--- config.mk ---
export PLATFORM = sky130hd
export DESIGN_NAME = pc_gen
export DESIGN_NICKNAME = d
export VERILOG_FILES = /design/src/rtl/pc_gen.sv
export SDC_FILE = /design/constraint.sdc
export NUM_CORES = 1
export LEC_CHECK = 0
export CORE_ASPECT_RATIO = 1.1
export CORE_MARGIN = 3
export CORE_UTILIZATION = 38
export DETAILED_ROUTE_END_ITERATION = 16
export PLACE_DENSITY = 0.82
export SLEW_MARGIN = 20
export SYNTH_ARGS = -nofsm -noshare
export SYNTH_HDL_FRONTEND = slang
export SYNTH_SLANG_ARGS = --single-unit
--- constraint.sdc ---
create_clock -name clk -period 2.25 [get_ports clk]
set_clock_uncertainty 0.15 [all_clocks]
set_input_delay 0.675 -clock clk [delete_from_list [all_inputs] [get_ports clk]]
set_output_delay 0.675 -clock clk [all_outputs]
set_load 0.01 [all_outputs]
--- src/rtl/pc_gen.sv ---
// Fetch-address generator: exception, branch, return-stack or sequential next PC.
// Return-address stack is built only when PC_RAS_EN is defined.
module pc_gen #(
  parameter int ADDR_W = 32,
  parameter logic [ADDR_W-1:0] RESET_VEC = '0,
  parameter int STEP = 4,
  parameter int STALL_W = 6,
  parameter int RAS_DEPTH = 4
) (
  input  logic clk,
  input  logic rst,
  input  logic [STALL_W-1:0] stall,
  input  logic exc_valid,
  input  logic [ADDR_W-1:0] exc_addr,
  input  logic branch,
  input  logic [ADDR_W-1:0] branch_addr,
  input  logic call,
  input  logic [ADDR_W-1:0] call_link,
  input  logic ret,
  output logic [ADDR_W-1:0] pc,
  output logic pc_valid,
  output logic ret_miss,
  output logic [$clog2(RAS_DEPTH):0] ras_count
);

  localparam int PTR_W = $clog2(RAS_DEPTH);
  localparam int CNT_W = PTR_W + 1;

  logic [ADDR_W-1:0] pc_q, pc_d;
  logic valid_q;
  logic [ADDR_W-1:0] seq_pc;

  assign seq_pc = pc_q + ADDR_W'(STEP);

`ifdef PC_RAS_EN
  logic [ADDR_W-1:0] ras_q [RAS_DEPTH];
  logic [PTR_W-1:0] sp_q, sp_d, top, wr_idx;
  logic [CNT_W-1:0] cnt_q, cnt_d;
  logic miss_q, miss_d;
  logic hit, pop_sel, ras_we;
  logic unused;

  assign unused = ^stall[STALL_W-1:1];
  assign top = sp_q - PTR_W'(1);
  assign hit = ret & (cnt_q != '0);
  assign pop_sel = ~branch & hit;

  always_comb begin
    pc_d = pc_q;
    sp_d = sp_q;
    cnt_d = cnt_q;
    miss_d = 1'b0;
    ras_we = 1'b0;
    wr_idx = sp_q;
    if (valid_q) begin
      if (exc_valid) begin
        pc_d = exc_addr;
        sp_d = '0;
        cnt_d = '0;
      end else if (!stall[0]) begin
        if (branch) begin
          pc_d = branch_addr;
        end else if (hit) begin
          pc_d = ras_q[top];
        end else begin
          pc_d = seq_pc;
          miss_d = ret;
        end
        // call+ret pop: overwrite the popped slot, depth unchanged
        if (call) begin
          ras_we = 1'b1;
          if (pop_sel) begin
            wr_idx = top;
          end else begin
            sp_d = sp_q + PTR_W'(1);
            if (cnt_q != CNT_W'(RAS_DEPTH)) cnt_d = cnt_q + CNT_W'(1);
          end
        end else if (pop_sel) begin
          sp_d = top;
          cnt_d = cnt_q - CNT_W'(1);
        end
      end
    end
  end

  always_ff @(posedge clk) begin
    if (!rst) begin
      sp_q <= '0;
      cnt_q <= '0;
      miss_q <= 1'b0;
    end else begin
      sp_q <= sp_d;
      cnt_q <= cnt_d;
      miss_q <= miss_d;
    end
  end

  always_ff @(posedge clk) begin
    if (rst && ras_we) ras_q[wr_idx] <= call_link;
  end

  assign ret_miss = miss_q;
  assign ras_count = cnt_q;
`else
  logic unused;

  assign unused = ^{call, call_link, ret, stall[STALL_W-1:1]};

  always_comb begin
    pc_d = pc_q;
    if (valid_q) begin
      if (exc_valid) pc_d = exc_addr;
      else if (!stall[0]) pc_d = branch ? branch_addr : seq_pc;
    end
  end

  assign ret_miss = 1'b0;
  assign ras_count = '0;
`endif

  always_ff @(posedge clk) begin
    if (!rst) begin
      pc_q <= RESET_VEC;
      valid_q <= 1'b0;
    end else begin
      pc_q <= pc_d;
      valid_q <= 1'b1;
    end
  end

  assign pc = pc_q;
  assign pc_valid = valid_q;

endmodule

# After elaboration in Yosys (flattened, before gate mapping)
# Cells that the tools add are included.
# Widths: inputs -> output; s select.
dict set report classes {
  add_sub_neg 1
  eq_ne 1
  muxes 4
  reduce_logical 1
}
# op count
set op_table {}
lappend op_table {{$mux 32} 3}
lappend op_table {{$add 32x3->32 const B} 1}
lappend op_table {{$ne 2x1->1 const B} 1}
lappend op_table {{$reduce_and 2->1} 1}
lappend op_table {{$mux 1} 1}
dict set report word_totals {
  reg_bits 33
}

# Logic depth before layout (Yosys ltp)
# Gate-level depths: netlist of run 1.
dict set report logic_depth {
  word_depth 4
  ltp_mapped 8
  mapped_depth_nobuf 6
}

# Worst setup path after synthesis of run 1
# Ideal clock, no wire load.
dict set report synth_path {
  path_kind {input-to-reg}
  startpoint {input port exc_valid}
  endpoint {register pc_q[19], in the netlist pc[19]}
  setup_ns 0.058
  t_arrival_ns 1.870
  t_required_ns 2.042
  path_slack_ns 0.172
  path_stages 6
  n_path_buf 2
  cell_sequence {buf_2 or2_0 clkbuf_1 or4_1 mux2i_1 o21a_1}
}
dict set report synth_between {
  elab_chain_len 2
  elab_cells_between_ends 3
  classes_between {eq/ne: 1; mux: 1; reduce/logical: 1}
}
# element line_no
set synth_rtl {}
lappend synth_rtl {{from (decl)} 13} ;# input logic exc_valid,
lappend synth_rtl {{$ne 2x1->1 (no line)} --}
lappend synth_rtl {{$reduce_and 2->1 (no line)} --}
lappend synth_rtl {{to (signal assigned)} 126} ;# pc_q <= pc_d;
lappend synth_rtl {{to (decl)} 29} ;# logic [ADDR_W-1:0] pc_q, pc_d;
# Several ways; a longest one is shown, not always the timed one.
# A chain may end at the register's enable or synchronous reset.

# Worst setup path after layout of run 1
dict set report layout_path {
  startpoint {register pc_q[6], in the netlist pc[6]}
  endpoint {output port pc[6]}
}
# element line_no
set layout_lines {}
lappend layout_lines {{to (decl)} 20} ;# output logic [ADDR_W-1:0] pc,
# No word-level cell between the ends.

==> impl_metrics.sql, run 1 <==
INSERT INTO impl_metrics (metric_group, metric, value, unit) VALUES
('pwr', 'cell_internal_pwr', '1190', 'uW'),
('cts', 'cts_sinks', '33', ''),
('die', 'fp-row-count', '29', ''),
('pwr', 'largest_voltage_drop_on_the_vdd_net', '0.266', 'mV'),
('cells_and_area', 'antenna_cells_inserted', '0', ''),
('setup_path', 'worst_path_largest_cell_delay', '0.60', 'ns'),
('routing', 'detail_route.wirelength', '8080', 'um'),
('yosys', 'synth-async-reset-ratio', '0', '%'),
('yosys', 'synth_fa_ha_area_share', '0.528', '%'),
('yosys', 'synth_xor_xnor_area_share', '0', '%'),
('die', 'chipWidth', '81.3', 'um'),
('cts', 'numCtsBuffers', '5', ''),
('setup_path', 'r2r_start', 'pc[2]$_SDFFE_PN0P_', ''),
('global_routing', 'grt_pass1_vias', '2652', ''),
('global_routing', 'grt_start_max_net_pins', '22', ''),
('pwr', 'clkPwrFrac', '29.8', '%'),
('pwr', 'total_switching_power', '485', 'uW'),
('cells_and_area', 'final_core_utilization', '63.3', '%'),
('setup_path', 'crit_end', 'pc[6]', ''),
('cells_and_area', 'finalNetCount', '543', ''),
('pwr', 'pwr-share-comb', '29.5', '%'),
('pwr', 'p_leak', '0.00142', 'uW'),
('setup_path', 'timing.critical_path.to_type', 'output port', ''),
('setup_path', 'startpoint', 'pc[6]$_SDFFE_PN0P_', ''),
('yosys', 'yosysSeqAreaShare', '27.9', '%'),
('timing', 'setup-tns-final', '0', 'ns'),
('timing', 'rsz0062_at_grt', 'no', ''),
('yosys', 'muxShareOfSynthArea', '3.43', '%'),
('timing', 'timing.final.max_slew_violations', '0', ''),
('setup_path', 'cp_data_required_time', '1.42', 'ns'),
('global_routing', 'grt_overflow_total', '0', ''),
('pwr', 'cellPowerDensity', '448', 'mW/mm^2'),
('setup_path', 'timing.reg2reg.worst_path_depth', '7', ''),
('placement', 'hpwl', '6120', 'um'),
('setup_path', 'cp_num_buf_inv', '1', ''),
('setup_path', 'setup.worst_path.class', 'flop to output port', ''),
('cells_and_area', 'layout_commonest_cell', 'sky130_fd_sc_hd__clkdlybuf4s50_1', ''),
('yosys', 'synth.ff_latch_count', '33', ''),
('setup_path', 'cp_slowest_cell', 'sky130_fd_sc_hd__clkdlybuf4s50_1', ''),
('cts', 'cts-root-to-sink-buffers', '2', ''),
('global_routing', 'grt_antenna_before_repair', '0', ''),
('yosys', 'number_of_enable_flip_flop_cells_after_synthesis', '0', ''),
('routing', 'ant_nets', '0', ''),
('yosys', 'combinational_family_with_the_most_area_after_synthesis', 'compound AO/OA/AOI/OAI gates', ''),
('yosys', 'syn-instance-count', '319', ''),
('setup_path', 'critical_path.startpoint_type', 'flop', ''),
('yosys', 'synth-compound-area-share', '35.5', '%'),
('cts', 'cts.reportedPaths.clkPinSlew', '0.07', 'ns'),
('cts', 'ctsHoldBuffers', '0', ''),
('yosys', 'most_instantiated_flip_flop_cell_in_the_synthesis_netlist', 'sky130_fd_sc_hd__dfxtp_1', ''),
('timing', 'hold_ws', '0.346', 'ns'),
('yosys', 'post_synth_simple_gate_area', '25.2', '%'),
('die', 'design.die.area', '0.00722', 'mm^2'),
('routing', 'route.detailed.wl_per_inst', '15.8', 'um'),
('run_status', 'run_status', 'completed', ''),
('die', 'std_cell_core_area', '0.00591', 'mm^2'),
('die', 'die_h', '88.8', 'um'),
('pwr', 'seqPwrFrac', '40.7', '%'),
('routing', 'route.detailed.vias_per_inst', '5.83', ''),
('routing', 'iteration_0_drc_count_of_the_detailed_router', '304', ''),
('setup_path', 'path_delay_family', 'buffers and inverters', ''),
('die', 'initial_utilization', '40.1', '%'),
('yosys', 'yosys_warnings', '0', ''),
('setup_path', 'worstPathMaxFanout', '8', ''),
('cts', 'cts_root_buffer', 'sky130_fd_sc_hd__clkbuf_8', ''),
('cts', 'ctsHtreeMaxLevel', '2', ''),
('timing', 'layout_min_cycle_time', '2.19', 'ns'),
('setup_path', 'critical_path_arrival', '1.36', 'ns'),
('placement', 'globalplace.congestion', '0.903', ''),
('timing', 'timing_hold_violations_final', '0', ''),
('cells_and_area', 'area_growth_syn_to_layout', '58.1', '%');
==> synthesized netlist by cell type, drive strengths merged, types with 7 or more instances <==
cell / count
a21oi: 21
buf: 12
o21ai: 29
a22oi: 15
clkbuf: 18
dfxtp: 33
inv: 9
nand4: 10
nand2: 41
nand3: 12
o31a: 7
nor2: 23
mux2i: 7
==> routing by layer <==
| metal | vias up | part of all wire (%) | global-route usage [%] |
|---|---|---|---|
| met2 | 165 | 46 | 35.8 |
| met1 | 1369 | 42 | 30.1 |
| met4 | 0 | 1.9 | 6.76 |
| li1 | 1433 | - | - |
| met3 | 17 | 9.7 | 4.68 |
| met5 | - | 0 | 0 |
==> power by group through the flow <==
stage	sequential, uW	clock (uW)	combinational [uW]
floorplan	702	0	191
global placement	692	0	483
detailed placement	695	0	492
CTS	682	507	494
global route	689	531	538
finish	683	500	494
==> kinds of logic after synthesis <==
| kind of cell | after synthesis |
|---|---|
| AOI/OAI and AO/OA | 122 |
| and+or+nand+nor | 115 |
| buffers and inverters | 39 |
| DFF | 33 |
| muxes | 8 |
| adders and majority gates | 1 |
| other | 1 |
==> area by class of cell <==
| cell class | instances | area (um^2) |
|---|---|---|
| Inverter | 9 | 33.8 |
| Multi-Input combinational cell | 250 | 1550 |
| Sequential cell | 33 | 661 |
| Clock buffer | 7 | 96.3 |
| Fill cell | 520 | 2170 |
| Timing Repair Buffer | 135 | 1300 |
| Clock inverter | 1 | 5.00 |
| Tap cell | 77 | 96.3 |
==> how the worst min path moves through the flow <==
stage                             startpoint                  to  cells past startpoint
after global routing      pc[1]$_SDFFE_PN0P_  pc[1]$_SDFFE_PN0P_                      2
final                     pc[1]$_SDFFE_PN0P_  pc[1]$_SDFFE_PN0P_                      2
after detailed placement  pc[1]$_SDFFE_PN0P_  pc[1]$_SDFFE_PN0P_                      2
after global placement    pc[1]$_SDFFE_PN0P_  pc[1]$_SDFFE_PN0P_                      2
after floorplan           pc[0]$_SDFFE_PN0P_  pc[0]$_SDFFE_PN0P_                      2
after CTS                 pc[1]$_SDFFE_PN0P_  pc[1]$_SDFFE_PN0P_                      2
==> flip-flops by register name, indices dropped and copies added, names as in the netlist <==
name	cells
pc	32
pc_valid	1
==> metrics by stage <==
stage	instances	power [uW]	area [um^2]	setup slack, ns
2_1_floorplan	322	893	2380	0.172
3_3_place_gp	503	1180	3630	-0.256
3_5_place_dp	503	1190	3630	-0.285
4_1_cts	511	1680	3730	0.00767
5_1_grt	512	1760	3750	0.0115
6_report	512	1680	3750	0.0616
==> repair_timing <==
| item | CTS | global route |
|---|---|---|
| setup endpoints to repair | 0 | 19 |
| resized for setup | 0 | 4 |
| setup buffers | 0 | 1 |
| hold endpoints to repair | 0 | 0 |
No activity file was read; power rests on OpenSTA's default activity.
==> run 2: changes to the inputs <==
Settings changed: CTS_BUF_LIST set to sky130_fd_sc_hd__clkbuf_16.
==> run 2 against run 1 <==
- sequential power about the same
- core utilization is 0.55 points higher
- final cell count unchanged
- first-iteration DRC count down 23%
- flip-flop and latch count did not move
- critical path depth did not move
- maximum frequency barely moved
- register-to-register slack about the same
- setup slack improved by 0.0015 ns
- cell area rose by 0.87%
- clock-buffer cell count is 2 lower
- clock power is 30% higher
- largest power group unchanged
==> impl_metrics.sql, run 2 (synthesis gave the netlist of run 1 again) <==
INSERT INTO impl_metrics (metric_group, metric, value, unit) VALUES
('setup_path', 'timing.reg2reg.worst_path_depth', '7', ''),
('min_path', 'worstHoldPathType', 'flop to flop', ''),
('die', 'initial_utilization', '40.1', '%'),
('placement', 'globalplace.congestion', '0.903', ''),
('die', 'top_level_ports', '145', ''),
('global_routing', 'grt_antenna_before_repair', '0', ''),
('setup_path', 'critical_path_arrival', '1.36', 'ns'),
('routing', 'total_via_count_in_the_routed_design', '2987', ''),
('timing', 'setup-tns-final', '0', 'ns'),
('setup_path', 'worstPathMaxFanout', '9', ''),
('timing', 'timing.final.max_slew_violations', '0', ''),
('cells_and_area', 'finalNetCount', '543', ''),
('global_routing', 'grt_overflow_total', '0', ''),
('cts', 'cts_sinks', '33', ''),
('routing', 'ant_nets', '0', ''),
('setup_path', 'worst_path_largest_cell_delay', '0.60', 'ns'),
('setup_path', 'timing.critical_path.to_type', 'output port', ''),
('cells_and_area', 'layout_commonest_cell', 'sky130_fd_sc_hd__clkdlybuf4s50_1', ''),
('routing', 'detail_route.first_pass.iterations', '5', ''),
('placement', 'io_buffers', '101', ''),
('routing', 'route.detailed.vias_per_inst', '5.83', ''),
('die', 'design.die.area', '0.00722', 'mm^2'),
('die', 'std_cell_core_area', '0.00591', 'mm^2'),
('pwr', 'p_leak', '0.00143', 'uW'),
('setup_path', 'cp_slowest_cell', 'sky130_fd_sc_hd__clkdlybuf4s50_1', ''),
('global_routing', 'wire_length_of_the_first_global_routing_pass', '13000', 'um'),
('die', 'chipWidth', '81.3', 'um'),
('setup_path', 'cp_num_buf_inv', '1', ''),
('cts', 'clock_insertion_delay_worst_skew', '0.28', 'ns'),
('setup_path', 'timing.critical_path.cells', 'clkdlybuf4s50_1', ''),
('job', 'max-cap-violations', '0', ''),
('timing', 'finalSetupViolations', '0', ''),
('setup_path', 'cp_data_required_time', '1.42', 'ns'),
('setup_path', 'timing.critical_path.depth', '1', ''),
('cts', 'numCtsBuffers', '5', ''),
('cells_and_area', 'area_growth_syn_to_layout', '59.5', '%'),
('routing', 'route.detailed.wl_per_inst', '15.9', 'um'),
('cells_and_area', 'post_route_cells_drive_above_1_share', '12.2', '%'),
('setup_path', 'critical_path.startpoint_type', 'flop', ''),
('die', 'die_h', '88.8', 'um'),
('cells_and_area', 'max_reg_flops', '32', ''),
('die', 'fp-row-count', '29', ''),
('routing', 'iteration_0_drc_count_of_the_detailed_router', '235', ''),
('pwr', 'design_power_total', '1830', 'uW'),
('cts', 'cts-root-to-sink-buffers', '2', ''),
('pwr', 'largest_voltage_drop_on_the_vdd_net', '0.267', 'mV'),
('global_routing', 'grt_start_max_net_pins', '22', ''),
('cts', 'cts_root_buffer', 'sky130_fd_sc_hd__clkbuf_16', ''),
('run_status', 'run_status', 'completed', ''),
('cells_and_area', 'antenna_cells_inserted', '0', ''),
('timing', 'layout_min_cycle_time', '2.19', 'ns'),
('cells_and_area', 'layout.cells.most_common_list', 'sky130_fd_sc_hd__clkdlybuf4s50_1, sky130_fd_sc_hd__nand2_1, sky130_fd_sc_hd__dfxtp_1, sky130_fd_sc_hd__buf_4, sky130_fd_sc_hd__o21ai_0', ''),
('timing', 'post-route-period-util', '97.2', '%'),
('cts', 'tritoncts', 'done', ''),
('cts', 'ctsHtreeMaxLevel', '2', ''),
('cts', 'cts.reportedPaths.clkPinSlew', '0.05', 'ns'),
('setup_path', 'path_delay_family', 'buffers and inverters', ''),
('routing', 'detail_route.wirelength', '8160', 'um'),
('timing', 'timing_hold_violations_final', '0', ''),
('min_path', 'hold-path-cell-count', '2', ''),
('routing', 'drc', '0', ''),
('setup_path', 'setup.worst_path.class', 'flop to output port', ''),
('timing', 'rsz0062_at_grt', 'no', ''),
('global_routing', 'global_route.usage.total', '22.6', '%'),
('pwr', 'cellPowerDensity', '484', 'mW/mm^2'),
('global_routing', 'grt_pass1_vias', '2703', ''),
('placement', 'hpwl', '6120', 'um'),
('timing', 'achievable-frequency', '457', 'MHz');
-- run 2: cell types whose count changed in the layout (fill, tap and decap cells not counted) --
cell,previous run,this run
sky130_fd_sc_hd__clkbuf_16,0,5
sky130_fd_sc_hd__clkbuf_8,7,0
sky130_fd_sc_hd__clkinv_1,0,2
sky130_fd_sc_hd__dlygate4sd2_1,0,1
sky130_fd_sc_hd__dlymetal6s2s_1,2,1
-- run 2: layout make-up --
cell class / count / area (um^2)
clock buffers: 5 / 125
clock inverters: 3 / 12.5
fillers: 521 / 2140
inverters: 9 / 33.8
multi-input cells: 250 / 1550
flip-flops and latches: 33 / 661
well taps: 77 / 96.3
repair buffers: 135 / 1300
-- run 2: final timing paths --
| check | slack, ns | start | to |
|---|---|---|---|
| worst min register to register | 0.34 | pc[1]$_SDFFE_PN0P_ | pc[1]$_SDFFE_PN0P_ |
| worst min-delay path | 0.34 | pc[1]$_SDFFE_PN0P_ | pc[1]$_SDFFE_PN0P_ |
| worst max-delay path | 0.06 | pc[9]$_SDFFE_PN0P_ | pc[9] |
| worst max register to register | 0.20 | pc[2]$_SDFFE_PN0P_ | pc[22]$_SDFFE_PN0P_ |
-- run 2: what timing repair did --
item                       CTS  global route
setup endpoints to repair    2            16
gates resized for setup      1             3
hold buffers                 0             0
buffers inserted             0             1
pin swaps                    0             2
-- run 2: metal layers --
metal	wire length, um	part of all wire [%]	global-route usage (%)	vias to the layer above
met2	3840	47	36.2	152
met5	0	0	0	-
met3	724	8.9	4.38	12
li1	-	-	-	1437
met1	3470	42	30.3	1386
met4	134	1.6	7.99	0
-- run 2: stage by stage --
stage	util, %	hold WS (ns)	area (um^2)	setup slack [ns]	cells
floorplan	-	0.370	2380	0.172	322
global placement	61.3	0.315	3630	-0.256	503
detailed placement	61.3	0.340	3630	-0.285	503
CTS	63.7	0.352	3760	0.0154	511
global route	63.9	0.377	3780	0.0223	512
finish	63.9	0.342	3780	0.0632	512
-- run 2: report_power, final --
group          leakage, uW  internal [uW]  total (uW)  switching [uW]
Combinational      0.00109            290         494             204
Clock            0.0000687            400         652             252
Sequential        0.000271            626         684            58.6
Total              0.00143           1320        1830             514
